--- src/rtl/pc_pkg.sv ---
// Shared control encodings for the fetch-stage program counter.
package pc_pkg;

   localparam logic [1:0] PC_INC_NORMAL = 2'b00;
   localparam logic [1:0] PC_INC_BRANCH = 2'b01;
   localparam logic [1:0] PC_INC_JUMP   = 2'b10;
   localparam logic [1:0] PC_INC_RETURN = 2'b11;

   typedef enum logic {
      RUN = 1'b0,
      EXC = 1'b1
   } pc_state_t;

endpackage

--- src/rtl/ras_stack.sv ---
// Return-address stack as a circular buffer; pushing when full silently drops the oldest entry.
// One-cycle update; push+pop together replaces the top; overflow flag follows the offending push.
module ras_stack #(
   parameter int WIDTH = 32,
   parameter int DEPTH = 4
) (
   input  logic             clk,
   input  logic             clr_n,
   input  logic             push,
   input  logic             pop,
   input  logic [WIDTH-1:0] push_data,
   output logic [WIDTH-1:0] top,
   output logic             empty,
   output logic             full,
   output logic             overflow
);

   localparam int PW = $clog2(DEPTH);
   localparam int CW = $clog2(DEPTH + 1);

   logic [WIDTH-1:0] r_mem [DEPTH];
   logic [PW-1:0]    r_ptr;
   logic [CW-1:0]    r_count;
   logic             r_overflow;

   logic             w_do_pop;
   logic             w_replace;
   logic             w_push_new;
   logic             w_pop_only;
   logic [PW-1:0]    w_ptr_inc;
   logic [PW-1:0]    w_ptr_dec;

   assign w_do_pop   = pop && !empty;
   assign w_replace  = push && w_do_pop;
   assign w_push_new = push && !w_do_pop;
   assign w_pop_only = w_do_pop && !push;
   assign w_ptr_inc  = r_ptr + PW'(1);
   assign w_ptr_dec  = r_ptr - PW'(1);

   assign top      = r_mem[r_ptr];
   assign empty    = (r_count == '0);
   assign full     = (r_count == CW'(DEPTH));
   assign overflow = r_overflow;

   always_ff @(posedge clk or negedge clr_n) begin
      if (!clr_n) begin
         r_ptr      <= '0;
         r_count    <= '0;
         r_overflow <= 1'b0;
      end else begin
         // A fresh push into a full buffer lands on the oldest slot.
         r_overflow <= w_push_new && full;
         if (w_push_new) begin
            r_ptr <= w_ptr_inc;
            if (!full) r_count <= r_count + CW'(1);
         end else if (w_pop_only) begin
            r_ptr   <= w_ptr_dec;
            r_count <= r_count - CW'(1);
         end
      end
   end

   always_ff @(posedge clk) begin
      if (w_replace)       r_mem[r_ptr]     <= push_data;
      else if (w_push_new) r_mem[w_ptr_inc] <= push_data;
   end

endmodule

--- src/rtl/pc_ras.sv ---
// Fetch-stage PC with precise exception entry/return (EPC) and a call/return address stack.
// New PC appears one cycle after inputs are sampled; stall holds PC and RAS unless exc/eret is taken.
module pc_ras
   import pc_pkg::*;
#(
   parameter int               WIDTH      = 32,
   parameter int               RAS_DEPTH  = 4,
   parameter logic [WIDTH-1:0] RESET_PC   = '0,
   parameter logic [WIDTH-1:0] EXC_VECTOR = WIDTH'('h40)
) (
   input  logic             clk,
   input  logic             clr_n,
   input  logic             stall,
   input  logic [1:0]       pc_inc,
   input  logic             alu_branch_result,
   input  logic             call,
   input  logic [WIDTH-1:0] abs_addr,
   input  logic [WIDTH-1:0] branch_addr,
   input  logic             exc,
   input  logic             eret,
   output logic [WIDTH-1:0] current_pc,
   output logic [WIDTH-1:0] epc,
   output logic             in_exc,
   output logic             ras_empty,
   output logic             ras_full,
   output logic             ras_overflow
);

   pc_state_t        r_state;
   pc_state_t        w_state_nxt;
   logic [WIDTH-1:0] r_pc;
   logic [WIDTH-1:0] r_epc;
   logic [WIDTH-1:0] w_pc_nxt;
   logic [WIDTH-1:0] w_epc_nxt;
   logic [WIDTH-1:0] w_pc_plus1;
   logic [WIDTH-1:0] w_ras_top;
   logic             w_push;
   logic             w_pop;

   assign w_pc_plus1 = r_pc + WIDTH'(1);

   always_ff @(posedge clk or negedge clr_n) begin
      if (!clr_n) begin
         r_state <= RUN;
         r_pc    <= RESET_PC;
         r_epc   <= '0;
      end else begin
         r_state <= w_state_nxt;
         r_pc    <= w_pc_nxt;
         r_epc   <= w_epc_nxt;
      end
   end

   // Exception entry/return win over stall; an exc already in EXC or an eret in RUN falls through.
   always_comb begin
      w_state_nxt = r_state;
      w_pc_nxt    = r_pc;
      w_epc_nxt   = r_epc;
      w_push      = 1'b0;
      w_pop       = 1'b0;
      if (exc && r_state == RUN) begin
         w_epc_nxt   = r_pc;
         w_pc_nxt    = EXC_VECTOR;
         w_state_nxt = EXC;
      end else if (eret && r_state == EXC) begin
         w_pc_nxt    = r_epc;
         w_state_nxt = RUN;
      end else if (!stall) begin
         case (pc_inc)
            PC_INC_NORMAL: w_pc_nxt = w_pc_plus1;
            PC_INC_BRANCH: w_pc_nxt = alu_branch_result ? w_pc_plus1 + branch_addr : w_pc_plus1;
            PC_INC_JUMP: begin
               w_pc_nxt = abs_addr;
               w_push   = call;
            end
            default: begin
               w_pc_nxt = ras_empty ? abs_addr : w_ras_top;
               w_pop    = !ras_empty;
               w_push   = call;
            end
         endcase
      end
   end

   ras_stack #(
      .WIDTH (WIDTH),
      .DEPTH (RAS_DEPTH)
   ) u_ras (
      .clk       (clk),
      .clr_n     (clr_n),
      .push      (w_push),
      .pop       (w_pop),
      .push_data (w_pc_plus1),
      .top       (w_ras_top),
      .empty     (ras_empty),
      .full      (ras_full),
      .overflow  (ras_overflow)
   );

   assign current_pc = r_pc;
   assign epc        = r_epc;
   assign in_exc     = (r_state == EXC);

endmodule

--- config.mk ---
export PLATFORM = sky130hd
export DESIGN_NAME = pc_ras
export DESIGN_NICKNAME = d
export VERILOG_FILES = /design/src/rtl/pc_pkg.sv /design/src/rtl/ras_stack.sv /design/src/rtl/pc_ras.sv
export SDC_FILE = /design/constraint.sdc
export NUM_CORES = 1
export LEC_CHECK = 0
export CORE_MARGIN = 3
export CORE_UTILIZATION = 35
export CTS_CLUSTER_SIZE = 24
export DETAILED_ROUTE_END_ITERATION = 10
export GPL_ROUTABILITY_DRIVEN = 0
export GPL_TIMING_DRIVEN = 0
export SETUP_SLACK_MARGIN = 0.5
export SYNTH_ARGS = -nofsm -noshare
export SYNTH_HDL_FRONTEND = slang
export SYNTH_SLANG_ARGS = --single-unit
--- constraint.sdc ---
create_clock -name clk -period 7.1 [get_ports clk]
set_input_delay 1.065 -clock clk [delete_from_list [all_inputs] [get_ports clk]]
set_output_delay 1.065 -clock clk [all_outputs]
set_load 0.01 [all_outputs]
# --- After elaboration in Yosys (flattened, before gate mapping) ---
# Memory sizes are Yosys's and may differ from the RTL's.
# Index checks and enable logic that the tools add are counted.
word_totals:
  ram_bits: 128
  register_bits: 71
  mem_bits_ro: 0
  n_memories: 1
  out_inout_bits: 68
  latch_bits: 0
mem_list:
  columns: ["memory", "depth", "width", "read_ports", "rd_ports_with_merged_regs", "wr", "line", "rtl"]
  rows:
  - ["u_ras.r_mem", 4, 32, 1, 0, 1, "ras_stack.sv:21", "logic [WIDTH-1:0] r_mem [DEPTH];"]
op_classes:
  n_addsub: 6
  n_eq_ne: 5
  n_reduce_logical: 18
  magnitude_cmp: 0
  shifts: 0
  mul: 0
  div: 0
  n_bitwise: 1
  mux: 29
op_table:
  columns: ["operator", "count"]
  rows:
  - ["$mux W32", 6]
  - ["$pmux W32 S3", 1]
  - ["$add A32 B1 Y32 const B", 1]
  - ["$add A32 B32 Y32", 1]
  - ["$reduce_or A32 Y1", 1]
  - ["$mux W1", 16]
  - ["$mux W3", 3]
  - ["$logic_and A1 B1 Y1", 7]
  - ["$mux W2", 3]
  - ["$reduce_bool A2 Y1", 2]
  - ["$add A3 B1 Y3 const B", 1]
  - ["$eq A3 B3 Y1 const B", 1]
  - ["$logic_not A1 Y1", 3]
  - ["$logic_not A3 Y1", 1]
  - ["$ne A3 B1 Y1 const B", 1]
  - ["$reduce_or A3 Y1", 1]
  - ["$sub A3 B1 Y3 const B", 1]
  - ["$add A2 B1 Y2 const B", 1]
  - ["$eq A2 B1 Y1 const B", 1]
  - ["$eq A2 B2 Y1 const B", 1]
  - ["$logic_not A2 Y1", 1]
  - ["$ne A2 B2 Y1 const B", 1]
  - ["$reduce_and A2 Y1", 1]
  - ["$reduce_or A2 Y1", 1]
  - ["other kinds (2)", 2]

# --- Depth between registers and ports, before layout ---
# Gate-level depths: netlist of the first run.
logic_depth:
  depth_word: 14
  mapped_depth: 15
  depth_no_buf: 14

# --- By module ---
# A second synthesis of the first run with hierarchy kept.
unflattened:
  hier_cells: 1032
  hier_area_um2: 11172.0
by_module_without_submodules:
  columns: ["module", "cells_per_inst", "area_per_inst_um2", "n_inst"]
  rows:
  - ["pc_ras", 818, 6124.6, 1]
  - ["ras_stack", 214, 5047.3, 1]

# --- Least setup slack after synthesis of the first run ---
# OpenSTA, ideal clock, no wires.
synth_timing:
  path_kind: "in2reg"
  startpoint: "in pc_inc[1]"
  endpoint: "mem u_ras.r_mem[0][0], enable pin"
  arrival_ns: 4.774
  n_path_buf: 2
  setup_ns: 0.461
  setup_slack_ns: 1.865
  cell_stages: 8
  required_time_ns: 6.639
  cell_sequence: "clkbuf_1 > buf_1 > nand3_1 > inv_1 > ha_1 > inv_1 > ha_1 > nor3_1"
synth_between:
  elab_chain_len: 14
synth_rtl:
  columns: ["item", "line", "rtl"]
  rows:
  - ["start: declaration", "pc_ras.sv:14", "input logic [1:0] pc_inc,"]
  - ["$eq A2 B2 Y1, or another cell as far along", "pc_ras.sv:69", "case (pc_inc)"]
  - ["$reduce_or A3 Y1 (no line)", null, null]
  - ["$mux W1", "pc_ras.sv:69", null]
  - ["$mux W1", "pc_ras.sv:68", "end else if (!stall) begin"]
  - ["$mux W1", "pc_ras.sv:65", "end else if (eret && r_state == EXC) begin"]
  - ["$mux W1", "pc_ras.sv:61", "if (exc && r_state == RUN) begin"]
  - ["$logic_and A1 B1 Y1", "ras_stack.sv:33", "assign w_do_pop = pop && !empty;"]
  - ["$logic_not A1 Y1", "ras_stack.sv:35", "assign w_push_new = push && !w_do_pop;"]
  - ["$logic_and A1 B1 Y1", "ras_stack.sv:35", null]
  - ["$mux W1", "ras_stack.sv:65", "else if (w_push_new) r_mem[w_ptr_inc] <= push_data;"]
  - ["$mux W1", "ras_stack.sv:64", "if (w_replace) r_mem[r_ptr] <= push_data;"]
  - ["$mux W1 (not written as such)", "ras_stack.sv:65", null]
  - ["$reduce_or A32 Y1 (no line)", null, null]
  - ["$mux W2 (no line) or $mux W1 (tied branches)", null, null]
  - ["end: declaration", "ras_stack.sv:21", null]
# Parallel ways exist; a longest one is shown, timed or not.

# --- Worst setup path after layout of the first run ---
layout_timing:
  startpoint: "in eret"
  endpoint: "mem u_ras.r_mem[2][16], enable pin"
layout_between:
  elab_chain_len: 11
layout_rtl:
  columns: ["item", "line", "rtl"]
  rows:
  - ["start: declaration", "pc_ras.sv:20", "input logic eret,"]
  - ["$logic_and A1 B1 Y1 *", "pc_ras.sv:65", null]
  - ["$mux W1", "pc_ras.sv:65", null]
  - ["$mux W1", "pc_ras.sv:61", null]
  - ["$logic_and A1 B1 Y1", "ras_stack.sv:33", null]
  - ["$logic_not A1 Y1", "ras_stack.sv:35", null]
  - ["$logic_and A1 B1 Y1", "ras_stack.sv:35", null]
  - ["$mux W1", "ras_stack.sv:65", null]
  - ["$mux W1", "ras_stack.sv:64", null]
  - ["$mux W1 (not written as such)", "ras_stack.sv:65", null]
  - ["$reduce_or A32 Y1 (no line)", null, null]
  - ["$mux W2 (no line) or $mux W1 (tied branches)", null, null]
# Every way passes the cells marked *; elsewhere a longest branch is shown, timed or not.

==> results.md, run 1 <==
- Initial antenna violation count: 0
- Seq/Total Area, Yosys: around 50%
- Cts hold-fix bufs: 0
- Minimum clock period: 5.28 ns
- Final nets: 1,276
- DP Wirelength: between 20,000 and 30,000 um
- Core box area: 31,100 um2
- Grt total ovfl: 0
- Power density cells: 342 nW/um2
- Cts bufs inserted: 17
- Vias: 9,212
- Placed cells: 1,535
- Post-cts sizing count: 0
- Mapped Nets: 1,108
- Die extent in y: around 190 um
- DR pass1 iterations: 8
- Total track usage: 22.7%
- Max-slew violations: 0
- Maxcap violations: 0
- Critical-path cell list: clkdlybuf4s50_1, nand2_1, nand2_1, nor2_1, nand3_1, inv_1, ha_1, inv_1, ha_1, nor3_2, buf_6, buf_4, buf_8
- Starting Density: about 36%
- Num ports: 141
- Fmax: between 150 and 200 MHz
- TritonCTS clock tree: built
- Post-CTS Setup Inserts: 0
- Core Util, Final: 44.6%
- Worst-path maximum fanout: 10
- Drt drc: 0
- Ys Warns: 0
- Largest net degree at the start of global routing: 55
- Slowest cell on crit path: nor2_1
- #FFs+latches synth: ~200
- Dpl cell area: 13,300 um2
- Number of global-route vias before repair: 8,911
- First-pass GRT wire length: 57,000 um
- Maximum clock insertion buffer count: 2
- Unrepaired setup endpoints after global routing: no
- DP Worst Slack: 1.54 ns
- R2r setup slk: between 1.5 and 2 ns
- Synth Instances: 990
- Layout Cells excl Fill: between 1,500 and 2,000
- WL final: 39,100 um
- Post-synthesis cell type count: 63
- HP Class: primary input to asynchronous set/reset pin
- WP data arrival: 5.44 ns
- Peak supply drop: 0.000145 V
- # port buffers: 139
- Relative slew slack: 19.2%
- Number of flops mapped to enable cells by yosys: 128
- TritonCTS Sinks: between 150 and 200
- Die X: 185 um
- CP endpoint kind: register
- H-tree levels: 4
- Fin crit share: 74.3%
- Die area: 34,300 um2
- Final setup TNS: 0 ns
- First DRT Iteration DRCs: 993
- Routed Antenna Nets: 0
- Crit Path Class: primary input to register
- Final setup vio count: 0
- Worst Setup Start Kind: primary input
- Cell Rows: 64
- Wire length per cell: 24.9 um
- Synth async-reset ratio: 35.7%
- Mean Syn Cell Area: between 10 and 15 um2
- Clk_skew: ~0.018 ns
- Slew of the pin with the lowest slew margin: ~1.2 ns
- CTS clk-pin slew, worst paths: 0.08 ns
- Number of antenna repair diodes: 0
- WP data required: between 7 and 8 ns
- Max incr delay on CP: between 0.9 and 1 ns
- Status: complete, no violations
- Synth Flop Type: edfxtp_1
- Post-Syn Area: 11,200 um2
- Layout cells sized above 1: approximately 11%
- Via-to-Cell Ratio: 5.88
- Worst setup margin: 1.82 ns
- Fin. Hold Viols: 0
- Synthesis-to-finish area growth: 23.7%
- Root buf cell: clkbuf_16
- Skew-Pair Late Insertion Delay: 0.46 ns
- Leakage: 5.28 nW
- Fin area: around 14,000 um2
==> layout by cell type (no fill, tap or decap), drive strengths merged, types with 13 or more instances in the layout <==
| cell | count |
|---|---|
| inv | 41 |
| a21oi | 74 |
| buf | 26 |
| clkdlybuf4s50 | 138 |
| dfrtp | 71 |
| mux2 | 35 |
| nor2 | 50 |
| mux4 | 32 |
| o21ai | 57 |
| a211oi | 14 |
| a21o | 13 |
| clkbuf | 54 |
| nor3 | 18 |
| xnor2 | 40 |
| ha | 43 |
| nand2 | 104 |
| nand3 | 27 |
| edfxtp | 128 |
==> worst paths after layout <==
path                                  start                  to  depth (start not counted)
min in group clk           u_ras.r_count[2]    u_ras.r_count[2]                          1
max in group asynchronous             clr_n             epc[23]                          2
min                                   clr_n              epc[7]                          1
min reg2reg                u_ras.r_count[2]    u_ras.r_count[2]                          1
max reg2reg                   current_pc[6]      current_pc[31]                         14
max                                    eret  u_ras.r_mem[2][16]                         13
==> final cells by class <==
type | count | area (um2)
repair buffers | 149 | 1540
inverters | 30 | 113
plain buffers | 52 | 206
multi-input cells | 709 | 5330
clock buffers | 17 | 425
clock inverters | 15 | 183
flip-flops and latches | 199 | 5620
fillers | 2954 | 17200
well taps | 396 | 495
==> Yosys cell counts, drive strengths merged (13+ instances only) <==
library cell / n / area, um2
edfxtp: 128 / 3840
nand2: 104 / 390
a21oi: 74 / 370
dfrtp: 71 / 1780
o21ai: 57 / 285
nor2: 50 / 190
ha: 43 / 538
xnor2: 40 / 365
clkbuf: 37 / 139
mux2: 35 / 394
mux4: 32 / 721
inv: 30 / 113
nand3: 27 / 135
nor3: 18 / 90.1
buf: 15 / 67.6
a211oi: 14 / 105
a21o: 13 / 97.6
==> metal layers <==
layer | track usage, % | part of all wire (%)
met5 | 0 | 0
met2 | 35.7 | 46
met1 | 31.7 | 42
met4 | 8.67 | 3.2
met3 | 3.42 | 8.7
==> sequential cells by signal, indices dropped and copies added (netlist names) <==
| register | cells |
|---|---|
| u_ras.r_ptr | 2 |
| in_exc | 1 |
| u_ras.overflow | 1 |
| current_pc | 32 |
| u_ras.r_mem | 128 |
| u_ras.r_count | 3 |
| epc | 32 |
==> cells by family after synthesis <==
logic type      after synthesis  share of synthesized area [%]
simple gates                262                           11.1
buf+inv                      82                           2.84
mux                          77                           10.8
flops                       199                           50.0
fa+ha+maj                    45                           5.14
xor+xnor                     52                           4.18
compound gates              273                           15.9
==> where the power goes <==
part | internal [mW] | switching [mW] | leakage [nW]
clock network | 0.486 | 0.526 | 0.295
logic | 0.908 | 1.15 | 2.90
registers | 1.47 | 0.216 | 2.09
==> per-stage QoR <==
stage,total power [mW],hold slack (ns)
finish,4.76,0.477
global route,4.99,0.494
CTS,4.74,0.486
detailed placement,3.73,0.485
global placement,3.69,0.480
floorplan,2.86,0.452
==> critical path, delay by kind of cell <==
kind | cells | cell delay, ns
buf+inv | 6 | 1.44
simple gates | 5 | 2.27
fa+ha+maj | 2 | 0.64
Power figures use the tool's default switching activity.
==> run 2, diff against run 1 <==
==> constraint.sdc (replaced) <==
create_clock -name clk -period 5.45 [get_ports clk]
set_input_delay 0.8175 -clock clk [delete_from_list [all_inputs] [get_ports clk]]
set_output_delay 0.8175 -clock clk [all_outputs]
set_load 0.01 [all_outputs]
==> results.md, run 2 (same netlist as run 1, synthesis figures left out) <==
- CTS clk-pin slew, worst paths: 0.08 ns (about the same)
- Layout cells sized above 1: 12.3% (+0.85 points)
- Synthesis-to-finish area growth: 24.4%
- Slew of the pin with the lowest slew margin: 1.08 ns (-0.132 ns)
- Root buf cell: clkbuf_16
- Maximum clock insertion buffer count: 2 (unchanged)
- HP Class: primary input to asynchronous set/reset pin
- Fin crit share: between 90% and 100%
- Crit Path Class: register to register
- Power density cells: 445 nW/um2 (+30%)
- Max incr delay on CP: 0.73 ns (-0.18 ns)
- # port buffers: 139 (unchanged)
- Cts hold-fix bufs: 0 (unchanged)
- DP Wirelength: 29,900 um (unchanged)
- Reg with most FFs: u_ras.r_mem
- Cell count along the critical path: 13 (unchanged)
- TritonCTS clock tree: built
- FF-to-FF path depth: 13 (-1)
- Maxcap violations: 0 (unchanged)
- Starting Density: 36.1% (unchanged)
- WP data arrival: 5.27 ns (-0.17 ns)
- Max-slew violations: 0 (unchanged)
- Core box area: 31,100 um2 (unchanged)
- Peak supply drop: 0.000187 V (+29%)
- Via-to-Cell Ratio: 5.89 (+0.13%)
- CP top delay family: compound AO/OA/AOI/OAI gates
- Grt total ovfl: 0 (unchanged)
- Num ports: 141 (unchanged)
- Status: complete, no violations
- DP Worst Slack: 0.139 ns (-1.40 ns)
- First DRT Iteration DRCs: 1,006 (+1.3%)
- Worst Setup Start Kind: register
- First-pass GRT wire length: 57,000 um (unchanged)
- Final setup vio count: 0 (unchanged)
- Vias: 9,224 (+0.13%)
- DR pass1 iterations: 8 (unchanged)
- Final setup TNS: 0 ns (unchanged)
- Leakage: 5.33 nW (+0.95%)
- Commonest cells after routing, fill and taps aside: clkdlybuf4s50_1 (138), edfxtp_1 (128), nand2_1 (104), a21oi_1 (74), dfrtp_1 (71)
- RR Startpoint: current_pc[13]
- Final nets: 1,276 (unchanged)
- Number of global-route vias before repair: 8,911 (unchanged)
- Clk_skew: 0.0205 ns (+0.00241 ns)
- Largest net degree at the start of global routing: 55 (unchanged)
- Critical-path cell list: nand4_1, or4b_4, nor2_2, nand2_1, xnor2_1, ha_1, clkbuf_1, a21oi_1, o211ai_1, o31ai_1, mux2_2, a41o_1, a211o_1
- Cts bufs inserted: 17 (unchanged)
- Relative slew slack: 27.9% (+8.7 points)
- R2r setup slk: 0.52 ns (-1.43 ns)
- Worst setup margin: 0.519 ns (-1.30 ns)
- Unrepaired setup endpoints after global routing: yes
- Initial antenna violation count: 0 (unchanged)
- Reg-to-Reg End: current_pc[31]
- Drt drc: 0 (unchanged)
- WP data required: 5.79 ns (-1.48 ns)
- Die area: 34,300 um2 (unchanged)
- H-tree levels: 4 (unchanged)
- Critical Path Sink: current_pc[31]
- Cell Rows: 64 (unchanged)
- Slowest cell on crit path: xnor2_1
- Wire length per cell: 24.9 um (about the same)
- Commonest non-fill, non-tap cell in the layout: clkdlybuf4s50_1
- Total track usage: 22.7% (unchanged)
- Skew-Pair Late Insertion Delay: 0.45 ns (about the same)
- Minimum clock period: ~4.9 ns
- Buf/Inv on CP: 1 (-5)
- WL final: 39,100 um (about the same)
- Worst-path maximum fanout: 7 (-3)
- Post-CTS Setup Inserts: 0 (unchanged)
- Fill count: 2,943 (-0.37%)
- Fin. Hold Viols: 0 (unchanged)
- CP endpoint kind: register
- Core Util, Final: 44.9% (+0.26 points)
- Fmax: between 200 and 250 MHz
- TritonCTS Sinks: 199 (unchanged)
- Setup crit start: current_pc[13]
- Number of antenna repair diodes: 0 (unchanged)
- Die X: 185 um (unchanged)
- Max reg flops: 128 (unchanged)
- Total power: 6.23 mW (+31%)
- Die extent in y: 185 um (unchanged)
- Routed Antenna Nets: 0 (unchanged)
run 2: report_power, final:
| part | switching, mW | internal, mW |
|---|---|---|
| logic | 1.51 | 1.20 |
| registers | 0.292 | 1.91 |
| clock network | 0.689 | 0.634 |
| total | 2.49 | 3.74 |
run 2: final cells by class:
| cell class | instances | area (um2) | share of cell area [%] |
|---|---|---|---|
| clock inverters | 15 | 183 | 1.31 |
| multi-input cells | 709 | 5410 | 38.7 |
| flip-flops and latches | 199 | 5620 | 40.2 |
| inverters | 30 | 113 | 0.805 |
| plain buffers | 52 | 206 | 1.48 |
| well taps | 396 | 495 | 3.54 |
| clock buffers | 17 | 425 | 3.04 |
| repair buffers | 149 | 1540 | 11.0 |
run 2: layer usage:
metal	vias to the layer above	wire length [um]	part of all wire (%)	track usage, %
li1	4116	-	-	-
met1	4560	16500	42	31.7
met2	478	17900	46	35.7
met3	70	3360	8.6	3.42
met4	0	1310	3.4	8.67
met5	-	0	0	0
run 2: worst min-delay path by stage:
| stage | from | end | slack, ns | depth (start not counted) |
|---|---|---|---|---|
| finish | clr_n | epc[7] | 0.23 | 1 |
| global route | clr_n | u_ras.r_count[2] | 0.25 | 1 |
| detailed placement | u_ras.r_count[2] | u_ras.r_count[2] | 0.49 | 1 |
| CTS | clr_n | current_pc[4] | 0.24 | 1 |
| global placement | u_ras.r_count[2] | u_ras.r_count[2] | 0.48 | 1 |
| floorplan | u_ras.r_count[2] | u_ras.r_count[2] | 0.45 | 1 |
run 2: worst register-to-register path: stages, from the launching register on:
cell      delay (ns)
dfrtp_1         0.62
nand4_1         0.19
or4b_4          0.58
nor2_2          0.30
nand2_1         0.11
xnor2_1         0.73
ha_1            0.37
clkbuf_1        0.18
a21oi_1         0.17
o211ai_1        0.12
o31ai_1         0.54
mux2_2          0.41
a41o_1          0.23
a211o_1         0.28
run 2: per-stage QoR:
stage | instances | cell area [um2] | hold WS, ns
6_report | 1567 | 14000 | 0.233
5_1_grt | 1567 | 14000 | 0.247
4_1_cts | 1567 | 13900 | 0.239
3_5_place_dp | 1535 | 13300 | 0.485
3_3_place_gp | 1525 | 13100 | 0.480
2_1_floorplan | 990 | 11200 | 0.452
run 2: repair_timing:
action                     in CTS  in global routing
setup endpoints to repair       1                 38
pin swaps                       0                  0
gates resized for setup         2                  9
